**src/rtl/sdm_bitstream_source.sv**
```systemverilog
// Second-order sigma-delta modulator: 8-bit unsigned PCM in over valid/ready, 1-bit stream out,
// one new sample consumed every OSR clocks at the phase counter's load slot.
module sdm_bitstream_source #(
  parameter int unsigned WIDTH = 8,
  parameter int unsigned OSR   = 64,
  parameter int unsigned ACC_W = 18
) (
  input  logic             CLK,
  input  logic             RST,
  input  logic [WIDTH-1:0] DIN,
  input  logic             DIN_VALID,
  output logic             DIN_READY,
  output logic             BIT_OUT,
  output logic             SAMPLE_TICK,
  output logic             UNDERRUN
);

  localparam int unsigned PhW  = (OSR > 1) ? $clog2(OSR) : 1;
  localparam int unsigned SumW = ACC_W + 2;
  localparam int          Half = 1 << (WIDTH - 1);
  localparam int          AccMax = (1 << (ACC_W - 1)) - 1;

  localparam logic [PhW-1:0]          PhLast    = PhW'(OSR - 1);
  localparam logic [WIDTH-1:0]        ActiveRst = WIDTH'(Half);
  localparam logic signed [SumW-1:0]  HalfS     = SumW'(Half);
  localparam logic signed [SumW-1:0]  SatHi     = SumW'(AccMax);
  localparam logic signed [SumW-1:0]  SatLo     = -SatHi;

  logic [PhW-1:0]          phase_q, phase_d;
  logic [WIDTH-1:0]        pend_q, pend_d;
  logic                    pend_valid_q, pend_valid_d;
  logic [WIDTH-1:0]        active_q, active_d;
  logic signed [ACC_W-1:0] i1_q, i1_d;
  logic signed [ACC_W-1:0] i2_q, i2_d;
  logic                    bit_q, bit_d;
  logic                    tick_q, tick_d;
  logic                    underrun_q, underrun_d;

  logic                    load_slot;
  logic                    xfer;
  logic signed [SumW-1:0]  x_ext, fb_ext, i1_ext, i2_ext, sum1, sum2;

  // Symmetric clamp so the integrators never wrap or change sign on overflow.
  function automatic logic signed [ACC_W-1:0] sat(input logic signed [SumW-1:0] v);
    logic signed [SumW-1:0] c;
    c = v;
    if (v > SatHi) begin
      c = SatHi;
    end else if (v < SatLo) begin
      c = SatLo;
    end
    return c[ACC_W-1:0];
  endfunction

  always_comb begin
    load_slot    = (phase_q == PhLast);
    xfer         = DIN_VALID & ~pend_valid_q;
    phase_d      = load_slot ? '0 : phase_q + PhW'(1);

    pend_d       = pend_q;
    pend_valid_d = pend_valid_q;
    active_d     = active_q;
    tick_d       = 1'b0;
    underrun_d   = 1'b0;

    if (load_slot) begin
      if (pend_valid_q) begin
        active_d     = pend_q;
        pend_valid_d = 1'b0;
        tick_d       = 1'b1;
      end else begin
        underrun_d   = 1'b1;
      end
    end

    // A transfer can only coincide with a load slot when pending is empty, so it never
    // collides with the load above.
    if (xfer) begin
      pend_d       = DIN;
      pend_valid_d = 1'b1;
    end

    x_ext  = $signed({{(SumW - WIDTH){1'b0}}, active_q}) - HalfS;
    fb_ext = bit_q ? HalfS : -HalfS;
    i1_ext = $signed({{(SumW - ACC_W){i1_q[ACC_W-1]}}, i1_q});
    i2_ext = $signed({{(SumW - ACC_W){i2_q[ACC_W-1]}}, i2_q});

    sum1   = i1_ext + x_ext - fb_ext;
    sum2   = i2_ext + i1_ext - fb_ext;
    i1_d   = sat(sum1);
    i2_d   = sat(sum2);
    bit_d  = ~i2_d[ACC_W-1];
  end

  always_ff @(posedge CLK or negedge RST) begin
    if (!RST) begin
      phase_q      <= '0;
      pend_q       <= '0;
      pend_valid_q <= 1'b0;
      active_q     <= ActiveRst;
      i1_q         <= '0;
      i2_q         <= '0;
      bit_q        <= 1'b0;
      tick_q       <= 1'b0;
      underrun_q   <= 1'b0;
    end else begin
      phase_q      <= phase_d;
      pend_q       <= pend_d;
      pend_valid_q <= pend_valid_d;
      active_q     <= active_d;
      i1_q         <= i1_d;
      i2_q         <= i2_d;
      bit_q        <= bit_d;
      tick_q       <= tick_d;
      underrun_q   <= underrun_d;
    end
  end

  assign DIN_READY   = ~pend_valid_q;
  assign BIT_OUT     = bit_q;
  assign SAMPLE_TICK = tick_q;
  assign UNDERRUN    = underrun_q;

endmodule

```
**config.mk**
```make
export PLATFORM = sky130hd
export DESIGN_NAME = sdm_bitstream_source
export DESIGN_NICKNAME = d
export VERILOG_FILES = /design/src/rtl/sdm_bitstream_source.sv
export SDC_FILE = /design/constraint.sdc
export NUM_CORES = 1
export LEC_CHECK = 0
export CORE_MARGIN = 2
export CORE_UTILIZATION = 45
export CTS_CLUSTER_SIZE = 14
export DETAILED_ROUTE_END_ITERATION = 12
export DONT_BUFFER_PORTS = 1
export SYNTH_ARGS = -nofsm -noshare
export SYNTH_HDL_FRONTEND = slang
export SYNTH_SLANG_ARGS = --single-unit
```
**constraint.sdc**
```tcl
create_clock -name CLK -period 8.3 [get_ports CLK]
set_clock_uncertainty 0.2 [all_clocks]
set_input_delay 0.83 -clock CLK [delete_from_list [all_inputs] [get_ports CLK]]
set_output_delay 0.83 -clock CLK [all_outputs]
set_load 0.05 [all_outputs]
```
[After elaboration in Yosys (flattened, before gate mapping)]
Index checks and enable logic that the tools add are counted.
Storage, ports and cells
  register bits: 62
  input port bits: 11
  output and inout bits: 4
  logic and storage cells: 37
Cells by class
  add/subtract/negate cells: 6
  magnitude comparators: 4
  eq/ne operators: 1
  mux-type cells: 12
  bitwise gates (word level): 3
  reductions and logical operators: 2
Operators by type and width (number)
  2-to-1 mux 18 bit: 4
  greater-than comparator 20 x 18 -> 1 bit, second input constant: 2
  less-than comparator 20 x 18 -> 1 bit, second input constant: 2
  subtractor 19 x 20 -> 20 bit: 2
  2-to-1 mux 20 bit: 1
  adder 18 x 18 -> 19 bit: 1
  adder 18 x 9 -> 19 bit: 1
  subtractor 8 x 8 -> 9 bit, second input constant: 1
  adder 6 x 1 -> 6 bit, second input constant: 1
  == test 6 bit, second input constant: 1
  2-to-1 mux 1 bit: 6
  2-to-1 mux 6 bit: 1
  inverter 1 bit: 2
  AND reduction 2 bit: 1
  nonzero test 2 bit: 1
  bitwise AND 1 bit: 1

[Longest topological paths before layout]
Gate-level depths: netlist of run 1.
  depth in word-level cells: 6
  mapped depth: 15
  gate-level depth less buffers: 13

[Worst setup path before layout of run 1]
Ideal clock, no wire load.
  kind: register to register
  start: register bit_q (netlist: BIT_OUT)
  end: register i2_q[2]
  setup time: 0.141 ns
  arrival time: 4.566 ns
  data required time: 7.959 ns
  setup slack: 3.393 ns
  stages on the path, launching flop included: 16
  path buffers: 2
  clock period less this slack: 4.907 ns
  cells stage by stage: dfrtp_1 inv_1 fa_1 inv_1 ha_1 clkbuf_1 a21o_1 a21o_1 a21oi_1 o21ai_1 a221oi_1 o21ai_1 a21oi_1 a31o_2 clkbuf_1 a21oi_1
Between the ends
  cells in the longest elaborated chain, start to end: 5
  elaborated cells between the ends (all ways): 6
  classes of those cells: add/sub: 1; order compare: 2; mux: 3
RTL lines
  from (decl): RTL line 35  | logic bit_q, bit_d;
  from (signal assigned): RTL line 113  | bit_q <= bit_d;
  2-to-1 mux 20 bit *: RTL line 84  | fb_ext = bit_q ? HalfS : -HalfS;
  subtractor 19 x 20 -> 20 bit *: RTL line 89  | sum2 = i2_ext + i1_ext - fb_ext;
  less-than comparator 20 x 18 -> 1 bit: RTL line 49  | end else if (v < SatLo) begin
  2-to-1 mux 18 bit: RTL line 49
  2-to-1 mux 18 bit *: RTL line 47  | if (v > SatHi) begin
  net i2_d[2]: RTL line 34  | logic signed [ACC_W-1:0] i2_q, i2_d;
  to (signal assigned): RTL line 112  | i2_q <= i2_d;
  to (decl): RTL line 34
The timed path passes the listed nets; every way through them passes the cells marked *.
A chain may end at the register's enable or synchronous reset.

[Final worst setup path of run 1]
  start: register bit_q (netlist: BIT_OUT)
  end: register i1_q[1]
Between the ends
  cells in the longest elaborated chain, start to end: 5
  elaborated cells between the ends (all ways): 6
  classes of those cells: add/sub: 1; order compare: 2; mux: 3
RTL lines
  2-to-1 mux 20 bit *: RTL line 84
  subtractor 19 x 20 -> 20 bit *: RTL line 88  | sum1 = i1_ext + x_ext - fb_ext;
  less-than comparator 20 x 18 -> 1 bit: RTL line 49
  2-to-1 mux 18 bit: RTL line 49
  2-to-1 mux 18 bit *: RTL line 47
  net i1_d[1]: RTL line 33  | logic signed [ACC_W-1:0] i1_q, i1_d;
  to (signal assigned): RTL line 111  | i1_q <= i1_d;
  to (decl): RTL line 33
Marks and branches as above.

==> results of run 1 <==
final cells by class:
type                    instances  area, sq um  share of cell area (%)
inverters                      61          229                    4.14
repair buffers                  2         35.0                   0.634
well taps                     140          175                    3.17
clock buffers                  10          239                    4.32
clock inverters                 6         70.1                    1.27
multi-input cells             406         3230                    58.4
flip-flops and latches         62         1550                    28.1
worst max path at each step:
stage               slack [ps]                 to              start  cells after the start
CTS                       3530  i1_q[1]$_DFF_PN0_  BIT_OUT$_DFF_PN0_                     11
floorplan                 3390  i2_q[2]$_DFF_PN0_  BIT_OUT$_DFF_PN0_                     15
detailed placement        3530  i1_q[1]$_DFF_PN0_  BIT_OUT$_DFF_PN0_                     11
finish                    3600  i1_q[1]$_DFF_PN0_  BIT_OUT$_DFF_PN0_                     11
global placement          3560  i1_q[0]$_DFF_PN0_  BIT_OUT$_DFF_PN0_                     11
global route              3270  i2_q[0]$_DFF_PN0_  BIT_OUT$_DFF_PN0_                     13
state kept, by name (all words and copies together), names as in the netlist:
signal        cells
BIT_OUT           1
SAMPLE_TICK       1
UNDERRUN          1
active_q          8
i1_q             18
i2_q             18
pend_q            8
pend_valid_q      1
phase_q           6
critical path, cell delays in order (launching register included):
cell	delay [ps]
dfrtp_2	1000
fa_1	550
ha_1	390
and2_1	230
or3_1	350
a21oi_1	150
o211ai_1	140
a2111oi_4	290
nand4_1	170
or4_4	520
a31oi_4	460
a21oi_1	90
report_power, final:
part           leakage, nW  switching (mW)  internal (mW)
registers            0.741         0.00217          0.307
clock network        0.141           0.136          0.242
logic                 1.69         0.00639        0.00475
per-layer routing:
metal | GRT usage [%] | vias to the layer above | wire length (um)
met5 | 0 | - | 0
li1 | - | 1944 | -
met1 | 28.2 | 1794 | 5450
met3 | 3.00 | 18 | 203
met2 | 29.8 | 40 | 4610
met4 | 6.70 | 0 | 208
logic make-up after synthesis:
family | Yosys count
flops | 62
xor+xnor | 28
mux | 12
simple gates | 116
compound gates | 177
buf+inv | 77
fa+ha+maj | 73
per-stage QoR:
stage	util [%]	total power [mW]
6_report	50.5	0.698
5_1_grt	50.5	0.721
4_1_cts	50.5	0.709
3_5_place_dp	47.5	0.319
3_3_place_gp	47.5	0.319
2_1_floorplan	-	0.318
timing repair:
action / 4_1_cts / 5_1_grt
endpoints found under the setup margin: 0 / 0
hold buffers: 1 / 0
hold endpoints to repair: 61 / 0
placed cells by master, fill, tap and decap left out, types with 15 or more instances in the layout:
| master | count |
|---|---|
| dfrtp_1 | 60 |
| fa_1 | 20 |
| a21o_1 | 19 |
| a21oi_1 | 60 |
| o21ai_0 | 29 |
| xor2_1 | 15 |
| inv_1 | 61 |
| nand2_1 | 36 |
| nor2_1 | 15 |
| ha_1 | 53 |
==> impl_results.md, run 1 <==
- Run status: finished clean
- Share of layout cells above drive strength 1: 9.14%
- RSZ-0062 raised after global routing: no
- Iteration count of the initial detailed-routing pass: 5
- EDFF count, synth: 0
- CTS max path bufs: 2
- Final hold vios: 0
- Die area: 12100 sq um
- Ranking of synthesized cells by area: dfrtp_1 (30%), ha_1 (13%), fa_1 (7.9%)
- Mux share of post-synthesis cell area: 2.59%
- Post-DP HPWL: 8320 um
- GRT overflow: 0
- Num CTS Buffers: 9
- Drt first-iter violations: 208
- # setup viols final: 0
- Antenna-violating nets left: 0
- Asr flop ratio synth: 100%
- Reg2reg start: BIT_OUT$_DFF_PN0_
- Slew HR: 25.7%
- Ys flop type: dfrtp_1
- Critical Path RT: 8290 ps
- Total track usage: 19.5%
- VDD IR max: 91.7 uV
- # port buffers: 0
- Syn_nets: 629
- Adder-Cell Fraction of Synth Area: 21.0%
- Setup Fix Bufs, Post-CTS: 0
- Vias in the first global route: 3800
- Yosys top cell by area: dfrtp_1
- Post-Synth XOR/XNOR Area: 4.83%
- Tmin final: 4700 ps
- Synth Register Bits: 62
- Drt drc: 0
- Pleak: 2.57 nW
- Die Wd: 110 um
- CP Capture Type: flop
- Non-Filler Instances: 687
- Initial antenna violation count: 0
- Post-Route WL: 10500 um
- Slew Limit Fails: 0
- Final Cycle Share: 56.6%
- Floorplan row count: 38
- DP Cell Count: 670
- R2R Path End: i1_q[1]$_DFF_PN0_
- Worst EP arrival: 4690 ps
- Top cells by count, synth: dfrtp_1 (61), inv_1 (61), a21oi_1 (60)
- Achievable Freq: 213 MHz
- Filler cell count: 1056
- PostCTS Resize Cnt: 0
- Worst min path class: in2async
- Measured slew at the worst slew-check pin: 1110 ps
- # IOs: 15
- Post-Synth Simple-Gate Area: 12.1%
- Sequential fraction of the synthesis area: 30.6%
- CTS clk-pin slew, worst paths: 60 ps
- Depth of the most critical reg-to-reg path: 11
- Largest family of logic cells by synthesized area: compound AO/OA/AOI/OAI gates
- Nets: 626
- Pin count of the biggest net entering global routing: 62
- Min Hold Slack: 144 ps
- Worst-Skew Late Latency: 330 ps
- Worst-path fanout max: 21
- Setup TNS: 0 ps
- Placeable Area: 10900 sq um
- Ant. Diodes: 0
- Cell count after synthesis: 545
- CTS tree: yes
- Cell area after synthesis: 5070 sq um
- Root buf cell: clkbuf_16
- Post-route cell area: 5530 sq um
- H-tree Lvls: 3
- Synth cell types: 65
- Starting Density: 46.4%
- Total number of vias: 3796
- Via-to-Cell Ratio: 5.53
- DP Worst Slack: 3530 ps
- Yosys top cell area share: 30.1%
- P per Cell Area: 126 nW/um^2
- Yosys warnings: 0
- Startpoint types: flop
- Average cell area after synthesis: 9.31 sq um
- Crit Path Category: reg2reg
- Die extent in y: 110 um
- Compound-Gate Fraction of Synth Area: 23.1%
- Final WS setup: 3600 ps
- Reg2Reg Setup Slack: 3600 ps
- RePlAce Congestion: 0.911
- # clock sinks: 62
- Synth-to-Final Area Change: 8.93%
- Cell Area, Placed: 5190 sq um
- First-pass GRT wire length: 18300 um
- Max-cap viol count: 0
- DR WL/cell: 15.2 um
Note: power is estimated with default switching activity, not from simulation.
==> run 2: changes to the inputs <==
==> constraint.sdc (replaced) <==
create_clock -name CLK -period 4.1 [get_ports CLK]
set_clock_uncertainty 0.2 [all_clocks]
set_input_delay 0.41 -clock CLK [delete_from_list [all_inputs] [get_ports CLK]]
set_output_delay 0.41 -clock CLK [all_outputs]
set_load 0.05 [all_outputs]
==> run 2 against run 1 <==
The flow now finishes with violations (setup timing). Worst hold slack worse by 130 ps. Clock-buffer cell count up 1. Non-clock buffer count up 38. Sequential share of layout area is 2.4 points lower. Die area unchanged. Via count grew 5.6%. Total power rose by 120%. Critical path depth rose by 2. Flip-flop and latch count stayed put. Utilization increased by 4.7 points. Clock power grew 130%. Critical path type unchanged. Largest power group unchanged. Highest routed layer unchanged.
==> impl_results.md, run 2 (same netlist as run 1, synthesis figures left out) <==
- Post-route cell area: 6050 sq um
- # clock sinks: 62
- Pleak: 2.81 nW
- Synth-to-Final Area Change: 19.2%
- Failing checks: setup timing
- Filler cell count: 975
- Min Hold Slack: 16.8 ps
- Placeable Area: 10900 sq um
- Top Registers: i1_q x18, i2_q x18
- FF/Latch Area: 1560 sq um
- # port buffers: 0
- Drt drc: 0
- DP Cell Count: 696
- Ant. Diodes: 0
- CTS clk-pin slew, worst paths: 50 ps
- Critical Path RT: 4110 ps
- Cell Area, Placed: 5410 sq um
- Die area: 12100 sq um
- Post-DP HPWL: 8810 um
- Worst-Skew Late Latency: 330 ps
- CTS max path bufs: 2
- P per Cell Area: 248 nW/um^2
- Final Total Pwr: 1.50 mW
- # setup viols final: 6
- CTS tree: yes
- Iteration count of the initial detailed-routing pass: 4
- Slew Limit Fails: 0
- H-tree Lvls: 3
- Worst min path class: in2reg
- Final Cycle Share: 101%
- Vias in the first global route: 4088
- Num CTS Buffers: 9
- CP Capture Type: flop
- Tmin final: 4130 ps
- Achievable Freq: 242 MHz
- Starting Density: 46.4%
- Measured slew at the worst slew-check pin: 702 ps
- Run status: finished, violations left
- Most frequent cells in the layout: dfrtp_1 (60), inv_1 (60), a21oi_1 (55)
- Die Wd: 110 um
- Floorplan row count: 38
- Nets: 664
- Die extent in y: 110 um
- VDD IR max: 162 uV
- Total track usage: 20.6%
- Pin count of the biggest net entering global routing: 63
- RePlAce Congestion: 0.871
- Non-Filler Instances: 725
- Final WS setup: -28.2 ps
- DP Worst Slack: 60.3 ps
- Max-cap viol count: 0
- DR WL/cell: 15.7 um
- Crit Path Category: reg2reg
- Worst EP arrival: 4130 ps
- # IOs: 15
- Worst-path fanout max: 6
- Area occupied by multi-input gates: 3380 sq um
- Util after Layout: 55.3%
- Root buf cell: clkbuf_16
- Post-Route WL: 11400 um
- Antenna-violating nets left: 0
- Final hold vios: 0
- Setup TNS: -143 ps
- Total number of vias: 4009
- Share of layout cells above drive strength 1: 18.6%
- RSZ-0062 raised after global routing: yes
- Via-to-Cell Ratio: 5.53
- GRT overflow: 0
- Initial antenna violation count: 0
- First-pass GRT wire length: 19500 um
- Slew HR: 53.1%
- Startpoint types: flop
- Drt first-iter violations: 186
-- run 2: cell count changes in the layout (fill, tap and decap cells not counted), moves of 4 or more --
cell     previous run  this run
buf_4               1        31
a21oi_1            60        55
buf_6               0         5
ha_1               53        48
a21oi_2             5         9
ha_4                0         4
-- run 2: layer usage --
| metal | share of wire (%) | global-route usage [%] | up-vias |
|---|---|---|---|
| li1 | - | - | 2011 |
| met1 | 51 | 29.5 | 1923 |
| met2 | 45 | 31.9 | 54 |
| met3 | 2.1 | 3.76 | 21 |
| met4 | 2.0 | 6.16 | 0 |
| met5 | 0 | 0 | - |
-- run 2: area by class of cell --
type | instances | share of cell area, %
multi-input cells | 406 | 55.8
repair buffers | 40 | 6.15
well taps | 140 | 2.90
flip-flops and latches | 62 | 25.7
clock inverters | 5 | 1.34
clock buffers | 11 | 4.18
inverters | 61 | 3.85
-- run 2: path summary, 6_finish.rpt --
check                      slack [ps]                  endpoint  cells past startpoint               startpoint
min in group asynchronous         430        UNDERRUN$_DFF_PN0_                      2                      RST
max in group asynchronous        2970   active_q[7]$_DFFE_PN1P_                      2                      RST
max                               -30         i1_q[3]$_DFF_PN0_                     13  active_q[7]$_DFFE_PN1P_
min                                20  pend_valid_q$_DFFE_PN0P_                      2                DIN_VALID
max reg2reg                       -30         i1_q[3]$_DFF_PN0_                     13  active_q[7]$_DFFE_PN1P_
min reg2reg                       280      phase_q[4]$_DFF_PN0_                      1     phase_q[4]$_DFF_PN0_
-- run 2: critical path, stage by stage, from the launching register on --
cell        delay [ps]
dfstp_2            540
clkinvlp_4         140
buf_4              180
fa_1               520
ha_2               320
a21oi_1            150
inv_1              110
or3_4              360
a2111oi_4          340
nand4_1            180
or4_4              460
a31oi_4            260
clkbuf_16          200
a21oi_2             30
-- run 2: what timing repair did --
item	4_1_cts	5_1_grt
setup endpoints to repair	0	28
hold buffers	2	0
resized for setup	0	30
setup buffers	0	10
hold endpoints to repair	62	0
-- run 2: where the power goes --
part | leakage [nW] | total, mW | internal, mW | switching (mW)
Clock | 0.162 | 0.851 | 0.565 | 0.286
Sequential | 0.741 | 0.626 | 0.621 | 0.00450
Combinational | 1.90 | 0.0241 | 0.0102 | 0.0139
==> run 3: changes to the inputs <==
--- a/config.mk
+++ b/config.mk
@@ -6,7 +6,7 @@
 export NUM_CORES = 1
 export LEC_CHECK = 0
 export CORE_MARGIN = 2
-export CORE_UTILIZATION = 45
+export CORE_UTILIZATION = 25
 export CTS_CLUSTER_SIZE = 14
 export DETAILED_ROUTE_END_ITERATION = 12
 export DONT_BUFFER_PORTS = 1
==> constraint.sdc (replaced) <==
create_clock -name CLK -period 4.7 [get_ports CLK]
set_clock_uncertainty 0.2 [all_clocks]
set_input_delay 0.47 -clock CLK [delete_from_list [all_inputs] [get_ports CLK]]
set_output_delay 0.47 -clock CLK [all_outputs]
set_load 0.05 [all_outputs]
==> run 3 against run 2 <==
Critical endpoint is now i1_q[1]$_DFF_PN0_. Clock-buffer cell count did not move. Sequential share of layout area up 1.3 points. Via count down 4.1%. Global-route usage shrank 10 points. First-iteration DRC count up 11%. Total power down 17%. Wire length decreased by 7.5%. Largest cell class unchanged. The flow now finishes without violations. Sequential power decreased by 13%. Highest routed layer unchanged. Flip-flop and latch count stayed put.
==> impl_results.md, run 3 (same netlist as run 1, synthesis figures left out) <==
- Worst min path class: in2reg
- Most frequent cells in the layout: inv_1 (61), dfrtp_1 (60), a21oi_1 (60)
- Measured slew at the worst slew-check pin: 645 ps
- Slew Limit Fails: 0
- VDD IR max: 151 uV
- Synth-to-Final Area Change: 13.3%
- Total track usage: 10.5%
- Starting Density: 25.2%
- Filler cell count: 2121
- Setup TNS: 0 ps
- Root buf cell: clkbuf_16
- CP max stage delay: 560 ps
- CP bufs+invs: 1
- Crit Path Category: reg2reg
- Worst-path fanout max: 13
- # port buffers: 0
- Max-cap viol count: 0
- Post-Route WL: 10500 um
- RePlAce Congestion: 0.832
- Ant. Diodes: 0
- DR WL/cell: 12.7 um
- GRT overflow: 0
- Run status: finished clean
- Post-route cell area: 5750 sq um
- # setup viols final: 0
- CTS max path bufs: 2
- Floorplan row count: 52
- CTS clk-pin slew, worst paths: 60 ps
- Pleak: 2.62 nW
- P per Cell Area: 215 nW/um^2
- Die area: 21500 sq um
- PostCTS Resize Cnt: 0
- Cell Area, Placed: 5410 sq um
- Drt drc: 0
- Post-DP HPWL: 8390 um
- Commonest non-fill, non-tap cell in the layout: inv_1
- H-tree Lvls: 3
- Slowest CP cell: or4_4
- Nets: 634
- Delay-heaviest family, CP: compound AO/OA/AOI/OAI gates
- # clock sinks: 62
- Achievable Freq: 226 MHz
- Final Cycle Share: 94.1%
- Worst-path cell chain: inv_1, fa_1, ha_1, o21a_1, o2111ai_1, a211oi_1, nor2_1, o21a_1, xnor2_1, or4_4, a31oi_4, a21oi_1
- Critical Path RT: 4690 ps
- Iteration count of the initial detailed-routing pass: 4
- Total number of vias: 3845
- Worst EP arrival: 4410 ps
- # IOs: 15
- Pin count of the biggest net entering global routing: 63
- Antenna-violating nets left: 0
- CTS tree: yes
- Worst-Skew Late Latency: 330 ps
- Share of layout cells above drive strength 1: 10.1%
- Tmin final: 4420 ps
- Die Wd: 146 um
- First-pass GRT wire length: 18700 um
- Die extent in y: 146 um
- Drt first-iter violations: 207
- Num CTS Buffers: 9
- Initial antenna violation count: 0
- Min Hold Slack: 70.1 ps
- Via-to-Cell Ratio: 4.66
- Vias in the first global route: 3856
- Reg2Reg Setup Slack: 280 ps
- Top cell by count, worst path: o21a_1
- CP Capture Type: flop
- Placeable Area: 20100 sq um
- Startpoint types: flop
- Setup Fix Bufs, Post-CTS: 0
- Slew HR: 56.9%
- RSZ-0062 raised after global routing: no
- Top Registers: i1_q x18, i2_q x18
- Final hold vios: 0
[run 3: cell count changes in the layout (fill, tap and decap cells not counted), sizes merged]
cell,change
bufinv,-1
clkbuf,-1
buf,-29
clkinvlp,-2
inv,+3
[run 3: power by group]
part	switching, mW	internal [mW]
clock	0.241	0.430
sequential	0.00414	0.542
combinational	0.0122	0.00888
total	0.257	0.981
[run 3: layer usage]
metal  track usage, %  wire, um  part of all wire (%)  vias to the layer above
met5                0         0                     0                        -
met4             4.08       157                   1.5                        0
met3             1.59       225                   2.1                       13
met2             16.2      4770                    45                       54
met1             14.8      5360                    51                     1828
li1                 -         -                     -                     1950
[run 3: worst paths after layout]
kind	from	to	cells after the start
min in group asynchronous	RST	pend_q[2]$_DFFE_PN0P_	2
worst min register to register	phase_q[4]$_DFF_PN0_	phase_q[4]$_DFF_PN0_	1
max in group asynchronous	RST	active_q[7]$_DFFE_PN1P_	2
worst max register to register	active_q[7]$_DFFE_PN1P_	i1_q[1]$_DFF_PN0_	12
worst min-delay path	DIN_VALID	pend_valid_q$_DFFE_PN0P_	2
worst max-delay path	active_q[7]$_DFFE_PN1P_	i1_q[1]$_DFF_PN0_	12
[run 3: final cells by class]
type / instances / area (sq um) / share of cell area, %
clock buffer: 11 / 243 / 4.22
sequential: 62 / 1550 / 27.0
clock inverter: 5 / 65.1 / 1.13
inverter: 61 / 229 / 3.98
multi-input combinational: 406 / 3230 / 56.1
tap: 270 / 338 / 5.87
timing repair buffer: 10 / 97.6 / 1.70
[run 3: stage by stage]
| step | util (%) | total power, mW | setup slack, ps | instances |
|---|---|---|---|---|
| final | 28.6 | 1.24 | 278 | 825 |
| after global routing | 28.6 | 1.29 | 39.3 | 825 |
| after CTS | 28.6 | 1.26 | 268 | 825 |
| after detailed placement | 26.9 | 0.564 | 293 | 807 |
| after global placement | 26.9 | 0.563 | 296 | 807 |
| after floorplan | - | 0.562 | 316 | 545 |
[run 3: what timing repair did]
item	4_1_cts	5_1_grt
hold endpoints to repair	62	0
hold buffers	2	0
endpoints found under the setup margin	0	0
